### src/rtl/gf180mcu_fd_sc_mcu7t5v0__syncdeb_2.sv
// Synchronizing debounce conditioner: a SYNC_STAGES-deep synchronizer followed by a stability-window filter.
// Define GF180MCU_FD_SC_MCU7T5V0_SYNCDEB_EDGE_EN to add registered RISE/FALL edge pulses.
module gf180mcu_fd_sc_mcu7t5v0__syncdeb_2 #(
  parameter int SYNC_STAGES = 2,
  parameter int DEB_COUNT   = 8,
  parameter int CNT_W       = 4
) (
  input  logic CLK,
  input  logic RN,
  input  logic I,
  input  logic EN,
`ifdef GF180MCU_FD_SC_MCU7T5V0_SYNCDEB_EDGE_EN
  output logic RISE,
  output logic FALL,
`endif
  output logic Z,
  output logic ZN
);

  if (SYNC_STAGES < 2) begin : g_bad_sync
    $error("SYNC_STAGES must be at least 2");
  end
  if (DEB_COUNT < 1) begin : g_bad_deb
    $error("DEB_COUNT must be at least 1");
  end
  if ((2 ** CNT_W) < DEB_COUNT) begin : g_bad_cnt_w
    $error("CNT_W too narrow for DEB_COUNT");
  end

  localparam logic [CNT_W-1:0] CNT_LAST = CNT_W'(DEB_COUNT - 1);

  logic [SYNC_STAGES-1:0] sync_q, sync_d;
  logic [CNT_W-1:0]       cnt_q, cnt_d;
  logic                   z_q, z_d;
  logic                   s;

  assign s = sync_q[SYNC_STAGES-1];

  always_comb begin
    sync_d = {sync_q[SYNC_STAGES-2:0], I};
    z_d    = z_q;
    cnt_d  = '0;
    // cnt only ever reaches CNT_LAST before Z flips, so it cannot wrap
    if (EN && (s != z_q)) begin
      if (cnt_q == CNT_LAST) begin
        z_d = s;
      end else begin
        cnt_d = cnt_q + CNT_W'(1);
      end
    end
  end

  always_ff @(posedge CLK or negedge RN) begin
    if (!RN) begin
      sync_q <= '0;
      cnt_q  <= '0;
      z_q    <= 1'b0;
    end else begin
      sync_q <= sync_d;
      cnt_q  <= cnt_d;
      z_q    <= z_d;
    end
  end

  assign Z  = z_q;
  assign ZN = ~z_q;

`ifdef GF180MCU_FD_SC_MCU7T5V0_SYNCDEB_EDGE_EN
  logic rise_q, rise_d, fall_q, fall_d;

  always_comb begin
    rise_d = ~z_q & z_d;
    fall_d = z_q & ~z_d;
  end

  always_ff @(posedge CLK or negedge RN) begin
    if (!RN) begin
      rise_q <= 1'b0;
      fall_q <= 1'b0;
    end else begin
      rise_q <= rise_d;
      fall_q <= fall_d;
    end
  end

  assign RISE = rise_q;
  assign FALL = fall_q;
`endif

endmodule

### config.mk
export PLATFORM = sky130hd
export DESIGN_NAME = gf180mcu_fd_sc_mcu7t5v0__syncdeb_2
export DESIGN_NICKNAME = d
export VERILOG_FILES = /design/src/rtl/gf180mcu_fd_sc_mcu7t5v0__syncdeb_2.sv
export SDC_FILE = /design/constraint.sdc
export NUM_CORES = 1
export LEC_CHECK = 0
export ABC_AREA = 1
export BUFFER_PORTS_ARGS = -buffer_cell sky130_fd_sc_hd__buf_2
export CAP_MARGIN = 25
export CORE_AREA = 4 4 41 43
export DETAILED_ROUTE_END_ITERATION = 7
export DIE_AREA = 0 0 45 47
export PLACE_DENSITY_LB_ADDON = 0.2
export SLEW_MARGIN = 10
export SYNTH_ARGS = -nofsm -noshare
export SYNTH_HDL_FRONTEND = slang
export SYNTH_SLANG_ARGS = --single-unit
### constraint.sdc
create_clock -name CLK -period 1.9 [get_ports CLK]
set_clock_uncertainty 0.15 [all_clocks]
set_input_delay 0.19 -clock CLK [delete_from_list [all_inputs] [get_ports CLK]]
set_output_delay 0.19 -clock CLK [all_outputs]
set_load 0.02 [all_outputs]
**After elaboration in Yosys (flattened, before gate mapping)**

Index checks and enable logic that the tools add are counted.

- Flip-flop bits (word level): 7
- Input bits: 4
- Output and inout bits: 2
- Word-level logic and storage cells: 11

- Add/subtract/negate cells: 1
- Eq/ne operators: 2
- Multiplexer cells: 2
- Bitwise gates (word level): 1
- Reduce and logical (&&, ||, !) cells: 2

Operator list:

| cell | number |
|---|---|
| two-way mux 4 bit | 2 |
| adder 4 x 1 -> 4 bit, second input constant | 1 |
| == test 4 x 3 -> 1 bit, second input constant | 1 |
| AND reduction 2 bit | 1 |
| logical AND 1 bit | 1 |
| inequality test 1 bit | 1 |
| inverter 1 bit | 1 |

**Logic depth before layout (Yosys ltp)**

- Word-level depth: 3
- Gate-level depth with buffers: 6
- Depth with buffers taken out: 6

**Worst setup path after synthesis**

OpenSTA, ideal clock, no wires.

- Kind: flip-flop to flip-flop
- Start: reg z_q, in the netlist Z
- End: reg cnt_q[0]
- Library setup time: 120 ps
- Arrival: 864 ps
- Required time: 1630 ps
- Setup slack: 766 ps
- Cell stages (with the launch flop): 4
- Path buffers: 0
- Period minus slack after synthesis: 1134 ps
- Path through: dfrtp_1 -> or2_1 -> nand3_1 -> nor2_1

- Cells in the longest elaborated chain, start to end: 3

Ends and longest elaborated chain:

| item | line | text |
|---|---|---|
| from (decl) | 34 | `logic z_q, z_d;` |
| from (signal assigned) | 61 | `z_q <= z_d;` |
| inequality test 1 bit | 44 | `if (EN && (s != z_q)) begin` |
| logical AND 1 bit | 44 |  |
| two-way mux 4 bit | 44 |  |
| via cnt_d[0] | 33 | `logic [CNT_W-1:0] cnt_q, cnt_d;` |
| to (signal assigned) | 60 | `cnt_q <= cnt_d;` |
| to (decl) | 33 |  |

The timed path passes the listed nets, and every way through them passes these cells.
A chain may end at the register's enable or synchronous reset.

**Worst setup path in the final report**

- Start: reg z_q, in the netlist Z
- End: out ZN

- Cells in the longest elaborated chain, start to end: 1

Ends and longest elaborated chain:

| item | line | text |
|---|---|---|
| inverter 1 bit | 66 | `assign ZN = ~z_q;` |
| to (decl) | 17 | `output logic ZN` |

No other way between the ends.

==> impl_metrics.tcl <==
set metrics [dict create \
    coreArea_um2 1300 \
    intPower_mw 0.242 \
    outcome "complete, no violations" \
    cts_sinks 7 \
    vias_per_cell 4.12 \
    synthArstFlopShare_pct 100 \
    wire_per_inst_um 10.2 \
    clkTransAtPathRegs_ns 0.05 \
    pre_cts_ws_ns 0.686 \
    placedInstanceArea_um2 344 \
    min_from "EN" \
    cp_max_fo 5 \
    drt_first_iter_violations 5 \
    ys_warn_count 0 \
    cap_violations 0 \
    fp.dieW_um 45 \
    finalPower_mw 0.307 \
    cp-start-kind "flop" \
    drc_errors 0 \
    cp.required_ns 1.56 \
    p_clk_share_pct 43.4 \
    yosys_register_bits 7 \
    setup_viol 0 \
    reg2reg_depth 6 \
    syn_inst 32 \
    post-synth-top-area-fraction_pct 58.3 \
    area_delta_synth_final_pct 30.0 \
    htree_levels 1 \
    syn_nets 37 \
    max_freq_mhz 812 \
    netlist_area_um2 300 \
    critPathBufInv 2 \
    slew_headroom_pct 88.6 \
    critPathTopFamily "flip-flops" \
    synth_largest_area_cell "dfrtp_1" \
    detail-route-antenna-nets 0 \
    whs_endpoint "Z$_DFFE_PN0P_" \
    timing.rr.end "Z$_DFFE_PN0P_" \
    finalHoldViolCount 0 \
    cp_slowest_cell "dfrtp_1" \
    antenna_found_initial 0 \
    final_max_slew_viol_count 0 \
    period_share_pct 64.8 \
    drt-pass1-iter-count 4 \
    period_minus_slack_ns 1.23 \
    gr-usage-all-layers_pct 8.05 \
    arrival_ns 0.89 \
    gp_congestion 0.672 \
    crit_path_end_kind "output port" \
    portBuffers 5 \
    tightest_slew_ns 0.171 \
    grt_max_degree 8 \
    reg2reg_setup_slack_ns 0.69 \
    synthTopCellsByArea "dfrtp_1, nand2_1, nand3_1, inv_1, nor2_1" \
    cts_inserted_buffers 3 \
    wirelength_um 592 \
    dieArea_um2 2120 \
    critPathKind "flop to output port" \
    boundaryPins 6 \
    path_cells "inv_1 > buf_2" \
    grt_overflow 0 \
    postCtsSetupRepairBufs 0 \
    num-nets-final 49 \
    rsz0062_at_grt "false" \
    cpPeakStageDelay_ns 0.42 \
    switching_power_mw 0.0658 \
    power_frac_comb_pct 5.5 \
    grt_pass1_wl_um 1090 \
    grt_pass1_vias 246 \
    timing.setup.tns_ns 0 \
    yosys_most_used_dff "dfrtp_1" \
    synth_common_cells "dfrtp_1, nand2_1, inv_1, nand3_1, nor2_1" \
    setup_ws_ns 0.668 \
    pwr_density_cell_nw_per_um2 787 \
    synth-edff-count 0 \
    clockBufferDepth 2 \
    ir_worst_vdd_mv 0.328 \
    antenna_cells 0 \
    switching_share_pct 21.4 \
    p_leak_nw 0.190 \
    rows 13 \
    drive_gt1_share_pct 23.3 \
    vias 239 \
    die_h_um 47 \
    hold_class "input port to flop" \
    clkLatencyLatePin_ns 0.25 \
    whs_path_depth 3 \
    cts_tree "yes" \
    ys_seq_area_share_pct 58.3 \
    start_util_pct 23.1 \
    seq_power_share_pct 51.1 \
    post-route-cell-area_um2 390 \
    root_buffer "clkbuf_4" \
    regToRegStartpoint "cnt_q[0]$_DFF_PN0_" \
    avgSynthCellArea_um2 9.38 \
    yosysUniqueCellTypes 11 \
    cts_resized 0 \
]
-- logic make-up (layout without fill, tap and decap cells) --
group,count (synthesis),in the layout,share of synthesized area [%]
xor+xnor,1,1,2.92
flops,7,7,58.3
fa+ha+maj,1,1,4.17
simple gates,18,18,26.7
buf+inv,4,15,5.00
compound gates,1,1,2.92
-- worst max-delay path by stage --
stage                             from                 end  slack, ns  cells past startpoint
CTS                      Z$_DFFE_PN0P_                  ZN       0.66                      2
finish                   Z$_DFFE_PN0P_                  ZN       0.67                      2
detailed placement  cnt_q[0]$_DFF_PN0_       Z$_DFFE_PN0P_       0.69                      6
global placement    cnt_q[0]$_DFF_PN0_       Z$_DFFE_PN0P_       0.72                      6
global route             Z$_DFFE_PN0P_                  ZN       0.61                      2
floorplan                Z$_DFFE_PN0P_  cnt_q[0]$_DFF_PN0_       0.77                      3
-- routing by layer --
layer / global-route usage [%] / share of wire (%) / up-vias / wire (um)
li1: - / - / 125 / -
met3: 3.45 / 3.0 / 2 / 18
met5: 0 / 0 / - / 0
met2: 12.7 / 52 / 2 / 308
met4: 8.77 / 1.7 / 0 / 10
met1: 7.46 / 43 / 110 / 256
-- cell type report --
class | count | area, um2
tap | 15 | 18.8
inverter | 4 | 15.0
clock buffer | 4 | 26.3
sequential | 7 | 175
multi-input combinational | 21 | 110
fill | 148 | 911
timing repair buffer | 7 | 45.0
-- power groups by stage --
stage / Sequential [mW] / Clock [mW] / Combinational, mW
floorplan: 0.159 / 0 / 0.00644
global placement: 0.159 / 0 / 0.0137
detailed placement: 0.160 / 0 / 0.0139
CTS: 0.157 / 0.141 / 0.0173
global route: 0.157 / 0.153 / 0.0199
finish: 0.157 / 0.133 / 0.0168
-- worst register-to-register path, cell delays in order (launching register included) --
cell     delay (ns)
dfrtp_1        0.39
ha_1           0.21
nand2_1        0.08
nor2_2         0.10
nand2_1        0.05
nand2_1        0.05
nand2_1        0.06
-- what timing repair did --
| item | 4_1_cts | 5_1_grt |
|---|---|---|
| setup endpoints to repair | 0 | 0 |
| hold endpoints to repair | 8 | 0 |
| hold buffers | 2 | 0 |
-- stage by stage --
step           instances  hold slack [ns]  utilization, %
6_report              58           0.0851            30.0
5_1_grt               58            0.101            30.0
4_1_cts               58           0.0839            30.0
3_5_place_dp          52           -0.118            26.4
3_3_place_gp          52           -0.122            26.4
2_1_floorplan         32           -0.256               -
-- layout by cell type (no fill, tap or decap), drive strengths merged --
master / synthesis / layout
or2: 1 / 1
nor2: 5 / 5
ha: 1 / 1
dlygate4sd3: 0 / 2
nand3: 4 / 4
xnor2: 1 / 1
inv: 4 / 4
dfrtp: 7 / 7
nand4: 1 / 1
nand2: 7 / 7
a21oi: 1 / 1
buf: 0 / 5
clkbuf: 0 / 4
-- sequential cells by signal, summed over array words and instances, names as in the netlist --
name    cells
Z           1
cnt_q       4
sync_q      2
Power figures use the tool's default switching activity.
